==> src/rtl/memlog_pkg.sv <==
// Shared definitions for the MEMLog capture sequencer: state encodings,
// default BRAM geometry and MEMLog's read latency.
package memlog_pkg;

  localparam int DEF_ADDR_WIDTH = 15;
  localparam int DEF_DATA_WIDTH = 16;
  localparam int MEM_RD_LATENCY = 1;

  typedef enum logic [2:0] {
    ST_IDLE      = 3'd0,
    ST_ARM       = 3'd1,
    ST_WAIT_FULL = 3'd2,
    ST_FULL      = 3'd3,
    ST_RD_ADDR   = 3'd4,
    ST_RD_WAIT   = 3'd5,
    ST_RD_SEND   = 3'd6
  } state_e;

endpackage

==> src/rtl/memlog_seq_addr_cnt.sv <==
// Log address counter: synchronous clear-to-zero, increment, and a
// terminal-count flag at the last log address.
module memlog_seq_addr_cnt #(
  parameter int W = 15
) (
  input  logic         clk,
  input  logic         i_rst,
  input  logic         i_clr,
  input  logic         i_inc,
  output logic [W-1:0] o_addr,
  output logic         o_tc
);

  logic [W-1:0] addr_d, addr_q;

  always_comb begin
    addr_d = addr_q;
    if (i_clr) begin
      addr_d = '0;
    end else if (i_inc) begin
      addr_d = addr_q + W'(1);
    end
  end

  always_ff @(posedge clk) begin
    if (i_rst) begin
      addr_q <= '0;
    end else begin
      addr_q <= addr_d;
    end
  end

  assign o_addr = addr_q;
  assign o_tc   = (addr_q == '1);

endmodule

==> src/rtl/memlog_seq.sv <==
// MEMLog sequencer: arms a capture, waits for full, then streams every log
// word over valid/ready. Optional WAIT_FULL watchdog: MEMLOG_SEQ_TIMEOUT_EN.
module memlog_seq
  import memlog_pkg::*;
#(
  parameter int BRAM_ADDR_WIDTH = DEF_ADDR_WIDTH,
  parameter int BRAM_DATA_WIDTH = DEF_DATA_WIDTH,
  parameter int TIMEOUT_CYCLES  = 1000000
) (
  input  logic                       clk,
  input  logic                       i_rst,
  input  logic                       i_cmd_run,
  input  logic                       i_cmd_read,
  input  logic                       i_mem_full,
  input  logic [BRAM_DATA_WIDTH-1:0] i_log_data,
  output logic                       o_run_log,
  output logic                       o_read_log,
  output logic [BRAM_ADDR_WIDTH-1:0] o_addr_log,
  output logic [BRAM_DATA_WIDTH-1:0] o_tx_data,
  input  logic                       i_tx_ready,
  output logic                       o_tx_valid,
  output logic [2:0]                 o_state,
  output logic                       o_timeout
);

  // Stream handshake: a word transfers on a rising edge where o_tx_valid and
  // i_tx_ready are both high; o_tx_data/o_tx_valid hold until that edge.

  state_e                     state_d, state_q;
  logic                       run_log_d, run_log_q;
  logic                       read_log_d, read_log_q;
  logic [BRAM_DATA_WIDTH-1:0] tx_data_d, tx_data_q;
  logic                       tx_valid_d, tx_valid_q;
  logic                       addr_clr, addr_inc, addr_tc;
  logic                       tmo_hit, timeout_set, timeout_clr;

  memlog_seq_addr_cnt #(.W(BRAM_ADDR_WIDTH)) u_addr_cnt (
    .clk    (clk),
    .i_rst  (i_rst),
    .i_clr  (addr_clr),
    .i_inc  (addr_inc),
    .o_addr (o_addr_log),
    .o_tc   (addr_tc)
  );

  always_comb begin
    state_d     = state_q;
    run_log_d   = 1'b0;
    read_log_d  = 1'b0;
    tx_data_d   = tx_data_q;
    tx_valid_d  = tx_valid_q;
    addr_clr    = 1'b0;
    addr_inc    = 1'b0;
    timeout_set = 1'b0;
    timeout_clr = 1'b0;
    case (state_q)
      ST_IDLE: begin
        if (i_cmd_run) begin
          state_d     = ST_ARM;
          run_log_d   = 1'b1;
          timeout_clr = 1'b1;
        end
      end
      ST_ARM:       state_d = ST_WAIT_FULL;
      ST_WAIT_FULL: begin
        // Full has priority over the watchdog firing on the same cycle.
        if (i_mem_full) begin
          state_d = ST_FULL;
        end else if (tmo_hit) begin
          state_d     = ST_IDLE;
          timeout_set = 1'b1;
        end
      end
      ST_FULL: begin
        // Read beats run so a collision never discards the captured log.
        if (i_cmd_read) begin
          state_d    = ST_RD_ADDR;
          read_log_d = 1'b1;
          addr_clr   = 1'b1;
        end else if (i_cmd_run) begin
          state_d     = ST_ARM;
          run_log_d   = 1'b1;
          timeout_clr = 1'b1;
        end
      end
      ST_RD_ADDR:   state_d = ST_RD_WAIT;
      ST_RD_WAIT: begin
        tx_data_d  = i_log_data;
        tx_valid_d = 1'b1;
        state_d    = ST_RD_SEND;
      end
      ST_RD_SEND: begin
        if (i_tx_ready) begin
          tx_valid_d = 1'b0;
          if (addr_tc) begin
            addr_clr = 1'b1;
            state_d  = ST_FULL;
          end else begin
            addr_inc = 1'b1;
            state_d  = ST_RD_ADDR;
          end
        end
      end
      default:      state_d = ST_IDLE;
    endcase
  end

  always_ff @(posedge clk) begin
    if (i_rst) begin
      state_q    <= ST_IDLE;
      run_log_q  <= 1'b0;
      read_log_q <= 1'b0;
      tx_data_q  <= '0;
      tx_valid_q <= 1'b0;
    end else begin
      state_q    <= state_d;
      run_log_q  <= run_log_d;
      read_log_q <= read_log_d;
      tx_data_q  <= tx_data_d;
      tx_valid_q <= tx_valid_d;
    end
  end

`ifdef MEMLOG_SEQ_TIMEOUT_EN
  localparam int TMO_W = $clog2(TIMEOUT_CYCLES + 1);

  logic [TMO_W-1:0] tmo_cnt_d, tmo_cnt_q;
  logic             timeout_d, timeout_q;

  // Counter is zero on the first WAIT_FULL cycle, so the limit spans
  // exactly TIMEOUT_CYCLES cycles in that state.
  assign tmo_hit = (state_q == ST_WAIT_FULL) &&
                   (tmo_cnt_q == TMO_W'(TIMEOUT_CYCLES - 1));

  always_comb begin
    tmo_cnt_d = '0;
    if (state_q == ST_WAIT_FULL) begin
      tmo_cnt_d = tmo_cnt_q + TMO_W'(1);
    end
    timeout_d = timeout_q;
    if (timeout_set) begin
      timeout_d = 1'b1;
    end else if (timeout_clr) begin
      timeout_d = 1'b0;
    end
  end

  always_ff @(posedge clk) begin
    if (i_rst) begin
      tmo_cnt_q <= '0;
      timeout_q <= 1'b0;
    end else begin
      tmo_cnt_q <= tmo_cnt_d;
      timeout_q <= timeout_d;
    end
  end

  assign o_timeout = timeout_q;
`else
  logic unused_tmo;
  assign tmo_hit    = 1'b0;
  assign o_timeout  = 1'b0;
  assign unused_tmo = timeout_set | timeout_clr | (TIMEOUT_CYCLES == 0);
`endif

  // RD_ADDR -> RD_WAIT dwell is sized for a single-cycle registered MEMLog read.
  logic unused_lat;
  assign unused_lat = (MEM_RD_LATENCY != 1);

  assign o_state    = state_q;
  assign o_run_log  = run_log_q;
  assign o_read_log = read_log_q;
  assign o_tx_data  = tx_data_q;
  assign o_tx_valid = tx_valid_q;

endmodule

==> config.mk <==
export PLATFORM = sky130hd
export DESIGN_NAME = memlog_seq
export DESIGN_NICKNAME = d
export VERILOG_FILES = /design/src/rtl/memlog_pkg.sv /design/src/rtl/memlog_seq_addr_cnt.sv /design/src/rtl/memlog_seq.sv
export SDC_FILE = /design/constraint.sdc
export NUM_CORES = 1
export LEC_CHECK = 0
export BUFFER_PORTS_ARGS = -buffer_cell sky130_fd_sc_hd__buf_2
export CAP_MARGIN = 20
export CELL_PAD_IN_SITES_DETAIL_PLACEMENT = 1
export CELL_PAD_IN_SITES_GLOBAL_PLACEMENT = 1
export CORE_ASPECT_RATIO = 2
export CORE_UTILIZATION = 37
export DETAILED_ROUTE_END_ITERATION = 6
export GPL_TIMING_DRIVEN = 1
export MAX_ROUTING_LAYER = met4
export PLACE_DENSITY = 0.91
export SETUP_SLACK_MARGIN = 0.1
export SLEW_MARGIN = 0
export SYNTH_ARGS = -nofsm -noshare
export SYNTH_HDL_FRONTEND = slang
export SYNTH_SLANG_ARGS = --single-unit
==> constraint.sdc <==
create_clock -name clk -period 4.4 [get_ports clk]
set_clock_uncertainty 0.05 [all_clocks]
set_input_delay 0.88 -clock clk [delete_from_list [all_inputs] [get_ports clk]]
set_output_delay 0.88 -clock clk [all_outputs]
set_load 0.01 [all_outputs]
# After elaboration in Yosys (flattened, before gate mapping)
# Cells that the tools add are included.
# classes
n_addsub	1
eq_ne	9
muxes	18
n_bitwise	1
reduce_logical	6
# op_table
cell	n
case mux 3 bit (7 select lines)	1
adder 15 x 1 -> 15 bit (second input constant)	1
== test 15 bit (second input constant)	1
two-way mux 3 bit	5
== test 3 bit (second input constant)	3
two-way mux 1 bit	9
== test 3 x 2 -> 1 bit (second input constant)	2
case mux 1 bit (2 select lines)	3
inequality test 2 bit (second input constant)	2
AND reduction 2 bit	2
OR reduction 2 bit	2
== test 3 x 1 -> 1 bit (second input constant)	1
zero test 3 bit	1
nonzero test 2 bit	1
NOT 1 bit	1
# word_totals
reg_bits	37
in_bits	22
out_inout_bits	38

# Depth between registers and ports, before layout
# depth
ltp_word	5
depth_mapped	7

# Cells and area by module
# Synthesis repeated with hierarchy kept, for this count alone.
# unflattened
hier_cells	201
area_unflattened_um2	1681.6
# by_module_without_submodules
mod	n_inst	cells_each	area_each_um2	seq_area_each_um2
memlog_seq	1	120	959.7	440.4
memlog_seq_addr_cnt	1	81	721.9	300.3

# Worst setup path after synthesis
# Ideal clock, no wire load.
# synth_path
kind	input to register
startpoint	input i_tx_ready
endpoint	register u_addr_cnt.addr_q[7], in the netlist u_addr_cnt.o_addr[7]
arrival_time_ns	2.030
path_slack_ns	2.250
cell_stages	5
cell_sequence	and4b_1 buf_4 nand2_2 or4_2 a21oi_1
# synth_between
elab_chain_cells	3
elab_cells_between_ends	5
classes_between	4 x mux; 1 x reduce/logical
# synth_rtl
element	line_no	text
from (decl)	memlog_seq.sv:20	input logic i_tx_ready,
two-way mux 1 bit	memlog_seq.sv:93	if (i_tx_ready) begin
case mux 1 bit (2 select lines)	memlog_seq.sv:56	case (state_q)
OR reduction 2 bit (no source line)	n/a	
to (signal assigned)	memlog_seq_addr_cnt.sv:29	addr_q <= addr_d;
to (decl)	memlog_seq_addr_cnt.sv:14	logic [W-1:0] addr_d, addr_q;
# Parallel ways exist; a longest one is shown, timed or not.
# A chain may end at the register's enable or synchronous reset.

# Worst setup path after layout
# layout_path
startpoint	register u_addr_cnt.addr_q[0], in the netlist u_addr_cnt.o_addr[0]
endpoint	register u_addr_cnt.addr_q[7], in the netlist u_addr_cnt.o_addr[7]
# layout_between
elab_chain_cells	5
elab_cells_between_ends	9
classes_between	1 x add/sub; 1 x eq/ne; 6 x mux; 1 x reduce/logical
# layout_rtl
element	line_no	text
== test 15 bit	memlog_seq_addr_cnt.sv:34	assign o_tc = (addr_q == '1);
two-way mux 1 bit	memlog_seq.sv:95	if (addr_tc) begin
two-way mux 1 bit	memlog_seq.sv:93	
case mux 1 bit (2 select lines)	memlog_seq.sv:56	
OR reduction 2 bit (no source line)	n/a	
# Parallel ways exist; a longest one is shown, timed or not.

==> results.ini <==
[status]
status=finished clean

[clock_tree]
numClockSinks=37
cts_buffers=5
cts.repair.resized=0
cts_setup_buffers=0
postCtsHoldBufs=0
clock-root-buffer=sky130_fd_sc_hd__clkbuf_8
cts-htree-levels=2
cts_max_path_buffers=2
tritoncts=done
clock_edge_transition_at_the_registers_on_the_reported_setup_and_hold_paths_ns=0.07
clk-insertion-delay-late_ns=0.29

[global_routing]
grt_usage=0.230
grt_start_max_net_pins=25
grt_first_pass_wirelength_mm=8.43
grt_remaining_overflow=0
grt_antenna_before_repair=0
first_global_vias=1896

[yosys]
yosysWarnings=0
postSynth.topFlopCell=sky130_fd_sc_hd__dfxtp_1
netlist-cell-type-count=39
synth_area_um2=1690
synthesized_netlist_net_count=237
synth_cells=214
synth_sequential_area_ratio=0.439
synth.ff_latch_count=37
syn-mean-instance-area_um2=7.89
synth_edf_count=0
synth_async_sr_flop_share=0

[sta]
rsz0062_at_grt=false
final.period_utilization=0.537
fmaxAchievable_mhz=424
timing.final.hold_violations=0
timing_worst_slew_pin_value_ns=1.07
max_slew_vio_count=0
timing.max_slew.rel_slack=0.284
setup_total_negative_slack_ns=0
finalSetupViolations=0
period_needed_ns=2.36

[setup_path]
startpoint_type=flop
setup.worst_path.class=flop to flop
critical-path-slowest-cell=sky130_fd_sc_hd__nor4_2
data_required_critical_path_ns=4.51
max_stage_delay_ns=0.96
path_cells=ha_1, nand4_1, nor4_2, or4_2, a21oi_1
crit_path_max_fanout=12
setup.worst_path.end_class=flop
cp.arrival_ns=2.47

[routing]
postRouteAntennaNets=0
first_iter_violations=28
routed_wl_mm=5.09
vias_per_cell=5.72
drc_errors=0
wl_per_cell_um=15.8
drt_pass1_iterations=4
detailroute.via_count=1836

[power_and_ir_drop]
ir_worst_vdd_mv=0.167
cellLeakagePower_nw=0.860
power_density_nw_per_um2=338

[floorplan]
dieWidth_um=49.8
io-pin-count=60
die_h_um=97.6
design.core.area_um2=4380
dieArea_um2=4860
starting_density_of_the_core=0.385
floorplan.rows=34

[placed_design]
dpl-instance-area_um2=1990
gpl_wtd_cong=0.848
dpl.hpwl_mm=3.81
numPortBuffers=58

[layout]
area_growth_syn_to_layout_pct=25.3
antenna_cells=0
finish.net_count=289
finish.instance_area_um2=2120
final_layout_size_suffix_gt1_frac=0.277

[min_path]
worst_hold_path_class=flop to flop

[flow_run]
maxCapViolCount=0

==> path summary, 6_finish.rpt <==
check             cells after the start                              start  slack (ns)                                end
hold reg to reg                       2          o_tx_data[7]$_SDFFE_PP0P_        0.40          o_tx_data[7]$_SDFFE_PP0P_
setup / recovery                      5  u_addr_cnt.o_addr[0]$_SDFFE_PP0P_        2.04  u_addr_cnt.o_addr[7]$_SDFFE_PP0P_
setup reg to reg                      5  u_addr_cnt.o_addr[0]$_SDFFE_PP0P_        2.04  u_addr_cnt.o_addr[7]$_SDFFE_PP0P_
hold / removal                        2          o_tx_data[7]$_SDFFE_PP0P_        0.40          o_tx_data[7]$_SDFFE_PP0P_
==> power breakdown <==
part / internal, mW / switching (mW)
logic: 0.0248 / 0.0291
registers: 0.342 / 0.0121
clock network: 0.185 / 0.123
total: 0.551 / 0.164
==> kinds of logic after synthesis <==
group           after synthesis  share of synthesized area
simple gates                103                      0.317
compound gates               52                      0.181
flops                        37                      0.439
buf+inv                      19                     0.0489
xor+xnor                      1                    0.00519
fa+ha+maj                     1                    0.00741
other cells                   1                    0.00222
==> synth_stat cells (2+ instances only) <==
library cell	instances	area share
sky130_fd_sc_hd__a21oi_1	29	0.086
sky130_fd_sc_hd__buf_4	2	0.0089
sky130_fd_sc_hd__a31oi_1	3	0.011
sky130_fd_sc_hd__dfxtp_1	37	0.44
sky130_fd_sc_hd__or4_1	7	0.031
sky130_fd_sc_hd__clkbuf_1	9	0.020
sky130_fd_sc_hd__or3_1	2	0.0074
sky130_fd_sc_hd__nor4_1	3	0.011
sky130_fd_sc_hd__a211oi_1	2	0.0089
sky130_fd_sc_hd__o31ai_1	6	0.027
sky130_fd_sc_hd__nand2b_1	2	0.0074
sky130_fd_sc_hd__and4_1	3	0.016
sky130_fd_sc_hd__nor2_1	14	0.031
sky130_fd_sc_hd__o21ai_0	5	0.015
sky130_fd_sc_hd__nand4_1	6	0.022
sky130_fd_sc_hd__buf_2	3	0.0089
sky130_fd_sc_hd__nand2_1	40	0.089
sky130_fd_sc_hd__nand4b_1	2	0.010
sky130_fd_sc_hd__nor3_1	7	0.021
sky130_fd_sc_hd__and3_1	3	0.011
sky130_fd_sc_hd__inv_1	5	0.011
sky130_fd_sc_hd__nand3_1	5	0.015
sky130_fd_sc_hd__a21o_1	3	0.013
==> metal layers <==
metal / wire length, um / global-route usage / share of wire
met5: 0 / - / 0
met4: 252 / 0.165 / 0.050
met3: 229 / 0.0391 / 0.045
met2: 2790 / 0.407 / 0.55
met1: 1820 / 0.212 / 0.36
==> worst max-delay path, delay by kind of cell (launching register included) <==
kind / cells / cell delay [ns]
AND/OR/NAND/NOR: 3 / 1.44
flip-flops: 1 / 0.41
adder cells (fa/ha/maj): 1 / 0.26
AO/OA/AOI/OAI: 1 / 0.06
==> flip-flops by register name, summed over array words and instances, names as in the netlist <==
signal             count
o_read_log             1
o_tx_valid             1
o_run_log              1
o_tx_data             16
o_state                3
u_addr_cnt.o_addr     15
==> final cells by class <==
class / count / area [um^2]
clock buffers: 7 / 86.3
repair buffers: 59 / 302
multi-input cells: 158 / 872
flip-flops and latches: 37 / 741
fillers: 568 / 2260
inverters: 5 / 18.8
clock inverters: 1 / 30.0
well taps: 54 / 67.6
==> layout by cell type, fill, tap and decap left out, types with 2 or more instances in the layout <==
master                     instances
sky130_fd_sc_hd__nand2b_1          2
sky130_fd_sc_hd__nand2_1          40
sky130_fd_sc_hd__dfxtp_1          37
sky130_fd_sc_hd__nand3_1           5
sky130_fd_sc_hd__a211oi_1          2
sky130_fd_sc_hd__nand4_1           6
sky130_fd_sc_hd__or3_1             2
sky130_fd_sc_hd__a21oi_1          29
sky130_fd_sc_hd__nand4b_1          2
sky130_fd_sc_hd__o31ai_1           6
sky130_fd_sc_hd__and4_1            3
sky130_fd_sc_hd__nor2_1           14
sky130_fd_sc_hd__inv_1             5
sky130_fd_sc_hd__clkbuf_8          6
sky130_fd_sc_hd__o21ai_0           5
sky130_fd_sc_hd__nor4_1            2
sky130_fd_sc_hd__nor3_1            7
sky130_fd_sc_hd__a31oi_1           3
sky130_fd_sc_hd__a21o_1            3
sky130_fd_sc_hd__or4_1             7
sky130_fd_sc_hd__and3_1            3
sky130_fd_sc_hd__buf_2            58
==> per-stage QoR <==
| step | util | setup WS, ns | power [mW] | hold slack (ns) | instances |
|---|---|---|---|---|---|
| floorplan | - | 2.25 | 0.393 | 0.431 | 214 |
| global placement | 0.454 | 1.94 | 0.413 | 0.389 | 312 |
| detailed placement | 0.454 | 1.87 | 0.416 | 0.397 | 312 |
| CTS | 0.481 | 2.10 | 0.726 | 0.410 | 320 |
| global route | 0.483 | 1.86 | 0.749 | 0.432 | 321 |
| finish | 0.483 | 2.04 | 0.715 | 0.404 | 321 |
Note: power is estimated with default switching activity, not from simulation.
